`src/rtl/mem_arbiter.sv`:
```
// Purpose : shares one block-wide data memory between the icache (read-only) and the dcache
//           (read/write); one block transfer at a time, each requester sees its own handshake.
// Ports   : CLK/RESET; I_* icache request side; D_* dcache request side; MEM_* data memory side.
//           MEM_ARB_RR_EN defined selects round-robin on simultaneous requests, otherwise the
//           dcache wins every simultaneous request.
module mem_arbiter #(
  parameter int ADDR_W = 28,
  parameter int DATA_W = 128
) (
  input  logic              CLK,
  input  logic              RESET,
  // icache side
  input  logic              I_MEM_READ,
  input  logic [ADDR_W-1:0] I_BLOCK_ADDR,
  output logic              I_BUSYWAIT,
  output logic [DATA_W-1:0] I_READDATA,
  // dcache side
  input  logic              D_MEM_READ,
  input  logic              D_MEM_WRITE,
  input  logic [ADDR_W-1:0] D_BLOCK_ADDR,
  input  logic [DATA_W-1:0] D_WRITEDATA,
  output logic              D_BUSYWAIT,
  output logic [DATA_W-1:0] D_READDATA,
  // data memory side
  output logic              MEM_READ,
  output logic              MEM_WRITE,
  output logic [ADDR_W-1:0] MEM_BLOCK_ADDR,
  output logic [DATA_W-1:0] MEM_WRITEDATA,
  input  logic              MEM_BUSYWAIT,
  input  logic [DATA_W-1:0] MEM_READDATA
);

  typedef enum logic [2:0] {
    IDLE      = 3'd0,
    GRANT_I   = 3'd1,
    GRANT_D   = 3'd2,
    RELEASE_I = 3'd3,
    RELEASE_D = 3'd4
  } state_t;

  state_t              state_q;
  logic                mem_read_q;
  logic                mem_write_q;
  logic [ADDR_W-1:0]   addr_q;
  logic [DATA_W-1:0]   wdata_q;
  logic [DATA_W-1:0]   i_rdata_q;
  logic [DATA_W-1:0]   d_rdata_q;
  logic                seen_busy_q;

  logic                d_req;
  logic                d_wins_d;

  assign d_req = D_MEM_READ | D_MEM_WRITE;

`ifdef MEM_ARB_RR_EN
  // 1 = dcache was granted last. On a tie the requester that did not go last wins.
  logic last_grant_q;
  assign d_wins_d = d_req & (~I_MEM_READ | ~last_grant_q);
`else
  // The dcache miss belongs to the older instruction, so it always wins a tie.
  assign d_wins_d = d_req;
`endif

  always_ff @(posedge CLK or posedge RESET) begin
    if (RESET) begin
      state_q      <= IDLE;
      mem_read_q   <= 1'b0;
      mem_write_q  <= 1'b0;
      addr_q       <= '0;
      wdata_q      <= '0;
      i_rdata_q    <= '0;
      d_rdata_q    <= '0;
      seen_busy_q  <= 1'b0;
`ifdef MEM_ARB_RR_EN
      last_grant_q <= 1'b0;
`endif
    end else begin
      case (state_q)
        IDLE: begin
          if (d_wins_d) begin
            state_q      <= GRANT_D;
            mem_read_q   <= D_MEM_READ;
            mem_write_q  <= D_MEM_WRITE;
            addr_q       <= D_BLOCK_ADDR;
            wdata_q      <= D_WRITEDATA;
`ifdef MEM_ARB_RR_EN
            last_grant_q <= 1'b1;
`endif
          end else if (I_MEM_READ) begin
            state_q      <= GRANT_I;
            mem_read_q   <= 1'b1;
            mem_write_q  <= 1'b0;
            addr_q       <= I_BLOCK_ADDR;
`ifdef MEM_ARB_RR_EN
            last_grant_q <= 1'b0;
`endif
          end
        end
        GRANT_I, GRANT_D: begin
          // The transfer only ends on a busy->idle transition of the memory; an idle
          // memory before it ever went busy has not accepted the strobe yet.
          if (!seen_busy_q) begin
            if (MEM_BUSYWAIT) seen_busy_q <= 1'b1;
          end else if (!MEM_BUSYWAIT) begin
            seen_busy_q <= 1'b0;
            mem_read_q  <= 1'b0;
            mem_write_q <= 1'b0;
            if (state_q == GRANT_I) begin
              // A requester that abandoned its read gets nothing back.
              if (I_MEM_READ) i_rdata_q <= MEM_READDATA;
              state_q <= RELEASE_I;
            end else begin
              if (mem_read_q && D_MEM_READ) d_rdata_q <= MEM_READDATA;
              state_q <= RELEASE_D;
            end
          end
        end
        RELEASE_I, RELEASE_D: state_q <= IDLE;
        default:              state_q <= IDLE;
      endcase
    end
  end

  // Each requester is stalled from request until its own release cycle, including
  // the whole time the other side holds the memory.
  assign I_BUSYWAIT = ~RESET & I_MEM_READ & (state_q != RELEASE_I);
  assign D_BUSYWAIT = ~RESET & d_req      & (state_q != RELEASE_D);

  assign I_READDATA     = i_rdata_q;
  assign D_READDATA     = d_rdata_q;
  assign MEM_READ       = mem_read_q;
  assign MEM_WRITE      = mem_write_q;
  assign MEM_BLOCK_ADDR = addr_q;
  assign MEM_WRITEDATA  = wdata_q;

endmodule

```
`config.mk`:
```
export PLATFORM = sky130hd
export DESIGN_NAME = mem_arbiter
export DESIGN_NICKNAME = d
export VERILOG_FILES = /design/src/rtl/mem_arbiter.sv
export SDC_FILE = /design/constraint.sdc
export NUM_CORES = 1
export LEC_CHECK = 0
export BUFFER_PORTS_ARGS = -buffer_cell sky130_fd_sc_hd__buf_2
export CAP_MARGIN = 40
export CORE_AREA = 2 2 283 285
export DETAILED_ROUTE_END_ITERATION = 6
export DIE_AREA = 0 0 285 287
export REMOVE_ABC_BUFFERS = 1
export SYNTH_ARGS = -nofsm -noshare
export SYNTH_HDL_FRONTEND = slang
export SYNTH_SLANG_ARGS = --single-unit
export TNS_END_PERCENT = 10
```
`constraint.sdc`:
```
create_clock -name CLK -period 40.7 [get_ports CLK]
set_input_delay 6.105 -clock CLK [delete_from_list [all_inputs] [get_ports CLK]]
set_output_delay 6.105 -clock CLK [all_outputs]
set_load 0.05 [all_outputs]
```
Yosys cells after proc, flatten, opt, wreduce, memory -nomap -nowiden. Cells that the tools add are included.

Register bits: 418. Word-level logic and storage cells: 51. Output and inout bits: 416. Bits of input ports: 318.

Eq/ne operators: 7. Reduce and logical (&&, ||, !) cells: 11. Muxes and demuxes: 17. Bitwise logic cells: 8.

Operators by type and width (count): $mux W28 (2); $mux W3 (5); $reduce_and A5 Y1 (2); $mux W1 (7); $ne A3 B3 Y1 const B (2); $pmux W3 S2 (1); $and A1 B1 Y1 (4); $ne A2 B2 Y1 const B (2); $pmux W1 S2 (2); $reduce_and A2 Y1 (2); $reduce_and A4 Y1 (1); $reduce_bool A2 Y1 (2); $eq A3 B1 Y1 const B (1); $eq A3 B2 Y1 const B (1); $logic_not A3 Y1 (1); $ne A3 B2 Y1 const B (1); $not A1 Y1 (3); $reduce_and A3 Y1 (1); $reduce_or A2 Y1 (1); $logic_and A1 B1 Y1 (1); $or A1 B1 Y1 (1).

Logic depth before layout (Yosys ltp).
Word-level depth: 5. Depth in mapped cells: 6. Mapped depth without buffers: 3.

Least setup slack after synthesis. Ideal clock, no wire load.

Path type: input-to-output. Start point: input port RESET. End point: output port I_BUSYWAIT. Path slack: 18713 ps. Path buffers: 0. Arrival time: 15882 ps. Data required time: 34595 ps. Stages on the path: 2. Cell sequence: inv_1 > o211a_1.

Word-level cells in the longest chain between the ends: 3.

Ends and longest elaborated chain: start, declared (line 11) `input logic RESET,`; $not A1 Y1 (line 126) `assign I_BUSYWAIT = ~RESET & I_MEM_READ & (state_q != RELEASE_I);`; $and A1 B1 Y1 (2 in a row) (line 126); end, declared (line 15) `output logic I_BUSYWAIT,`.

Every way passes these cells.

Worst setup path in the final report. Ends and elaborated chain as after synthesis.

==> qor.yml <==
run_status:
  outcome: "finished, final reports clean"
logic_synthesis:
  async_flop_share: 1.00
  synth_edf_count: 0
  synth_xor_area_frac: 0.000533
  avgSynthCellArea_um2: 17.4
  synthAdderAreaFrac: 0
  synth-compound-area-share: 0.00419
  synth_ff_type: "dfrtp_1"
  synthSimpleGateAreaFrac: 0.00723
  ys_ff_latch: 418
  synth_seq_area_share: 0.636
  synth_top_family_by_area: "multiplexers"
  netlist_instances: 943
  muxShareOfSynthArea: 0.330
  ys_types: 26
  yosys_warnings: 0
  synth_area_um2: 16400
timing:
  slew_headroom: 0.378
  skew_ps: 11.0
  worstMarginPinSlew_ps: 933
  timing.fmax_mhz: 74.2
  final_hold_viol_count: 0
  setup_violations: 0
  min_period_ps: 13470
  period_share: 0.331
  fin_ws_ps: 27230
  holdWs_ps: 497
  tns_ps: 0
  slew_viol_final: 0
  rsz0062_at_grt: "false"
setup_path:
  cp-end-kind: "primary output"
  worstPathCellList: "buf_2 > inv_8 > o211a_1 > buf_2"
  required_ps: 34590
  path_common_cell: "buf_2"
  slowest_stage: "inv_8"
  crit_fanout: 112
  slowest_delay_ps: 470
  cp-start-kind: "primary input"
  critical_path_class: "in -> out"
  arrival_ps: 7370
floorplanning:
  chipHeight_um: 287
  dieArea_um2: 81800
  core_um2: 78600
  row_count: 103
  die_w_um: 285
  start_util: 0.209
  io_pins: 734
clocking:
  clockBufferDepth: 3
  numCtsBuffers: 47
  cts_resized: 0
  postCtsSetupRepairBufs: 0
  cts_root_buf: "clkbuf_16"
  holdBufCountCts: 0
  clock_latency_ps: 560
  cts_tree: "done"
  clkTransAtPathRegs_ps: 60
  htree_levels: 2
  cts_sinks: 418
placed_design:
  hpwl_um: 35400
  dp.cells: 2689
  globalplace.congestion: 0.902
  numPortBuffers: 733
  dpl_cell_area_um2: 21300
  post-place-ws_ps: 27130
global_route:
  grt_usage: 0.108
  grt_antenna_before_repair: 7
  grt_pass1_vias: 11900
  grt_pass1_wl_um: 70300
  grt_max_degree: 157
  grt-ovfl-total: 0
finish:
  finish.utilization: 0.291
  final_layout_size_suffix_gt1_frac: 0.740
  final_area_um2: 22900
  fin_cells: 2780
  mostFrequentLayoutCells: "buf_2 (733), dfrtp_1 (418), mux2_2 (322)"
  area_growth_pct: 39.2
  final_net_count: 2006
  final_common_cell: "buf_2"
detailed_routing:
  drt-initial-drc-count: 289
  drc: 0
  ant_nets: 0
  route.detailed.wl_per_inst_um: 16.8
  totalWireLength_um: 46800
  viasPerCell: 3.88
  first_pass_iters: 4
  vias: 10800
flow_run:
  max_cap_violations: 0
pwr:
  peakVddDrop_v: 0.0000481
  powerDensity_nw_per_um2: 98.7
  cellLeakagePower_nw: 11.8
  total_power_mw: 2.26
hold_path:
  min_path_type: "reg -> reg"
## registers in the layout, summed over array words and instances, names as in the netlist
register,count
D_READDATA,128
I_READDATA,128
MEM_WRITEDATA,128
MEM_BLOCK_ADDR,28
state_q,3
MEM_READ,1
MEM_WRITE,1
seen_busy_q,1
## critical path: cells and delay by family
family / cells / cell delay, ps
compound gates: 1 / 340
buf+inv: 3 / 900
## final timing paths
check	from	end	slack [ps]	depth (start not counted)
setup / recovery	RESET	I_BUSYWAIT	27230	4
hold / removal	MEM_WRITEDATA[73]	MEM_WRITEDATA[73]	500	1
setup reg to reg	seen_busy_q	I_READDATA[27]	37680	5
hold reg to reg	MEM_WRITEDATA[73]	MEM_WRITEDATA[73]	500	1
max in group asynchronous	RESET	D_READDATA[101]	32820	4
min in group asynchronous	RESET	MEM_BLOCK_ADDR[0]	5660	2
## final cells by class
class / count / area, um2
timing repair buffer: 747 / 3830
sequential: 418 / 10500
inverter: 2 / 15.0
tap: 1050 / 1310
fill: 8073 / 55700
antenna: 5 / 12.5
multi-input combinational: 472 / 5650
clock buffer: 63 / 1340
clock inverter: 23 / 280
## where the power goes
| group | leakage, nW | switching [mW] | total, mW | internal, mW |
|---|---|---|---|---|
| combinational | 5.79 | 0.816 | 1.13 | 0.314 |
| sequential | 5.25 | 0.0966 | 0.688 | 0.591 |
| clock | 0.799 | 0.173 | 0.441 | 0.268 |
| total | 11.8 | 1.09 | 2.26 | 1.17 |
## layer usage
layer,up-vias,track usage,share of wire
met5,-,0,0.00034
met4,2,0.0461,0.035
met3,94,0.0329,0.079
met2,455,0.193,0.52
met1,5404,0.119,0.37
li1,4841,-,-
## kinds of logic after synthesis
kind of cell           after synthesis
AO/OA/AOI/OAI                        9
multiplexers                       442
XOR/XNOR                             1
buffers and inverters               53
flip-flops                         418
AND/OR/NAND/NOR                     20
## synthesized netlist by cell type (2+ instances only)
| cell | number | area share |
|---|---|---|
| nor2_1 | 4 | 0.00091 |
| buf_6 | 14 | 0.0096 |
| buf_4 | 5 | 0.0023 |
| clkbuf_1 | 4 | 0.00091 |
| nor3_1 | 4 | 0.0012 |
| nand2b_1 | 3 | 0.0011 |
| o21ai_0 | 2 | 0.00061 |
| dfrtp_1 | 418 | 0.64 |
| buf_2 | 28 | 0.0085 |
| inv_1 | 2 | 0.00046 |
| mux2_2 | 322 | 0.22 |
| nand2_1 | 2 | 0.00046 |
| nor4bb_1 | 2 | 0.0012 |
| mux2_4 | 120 | 0.11 |
| a211oi_1 | 2 | 0.00091 |
No activity file was read; power rests on OpenSTA's default activity.
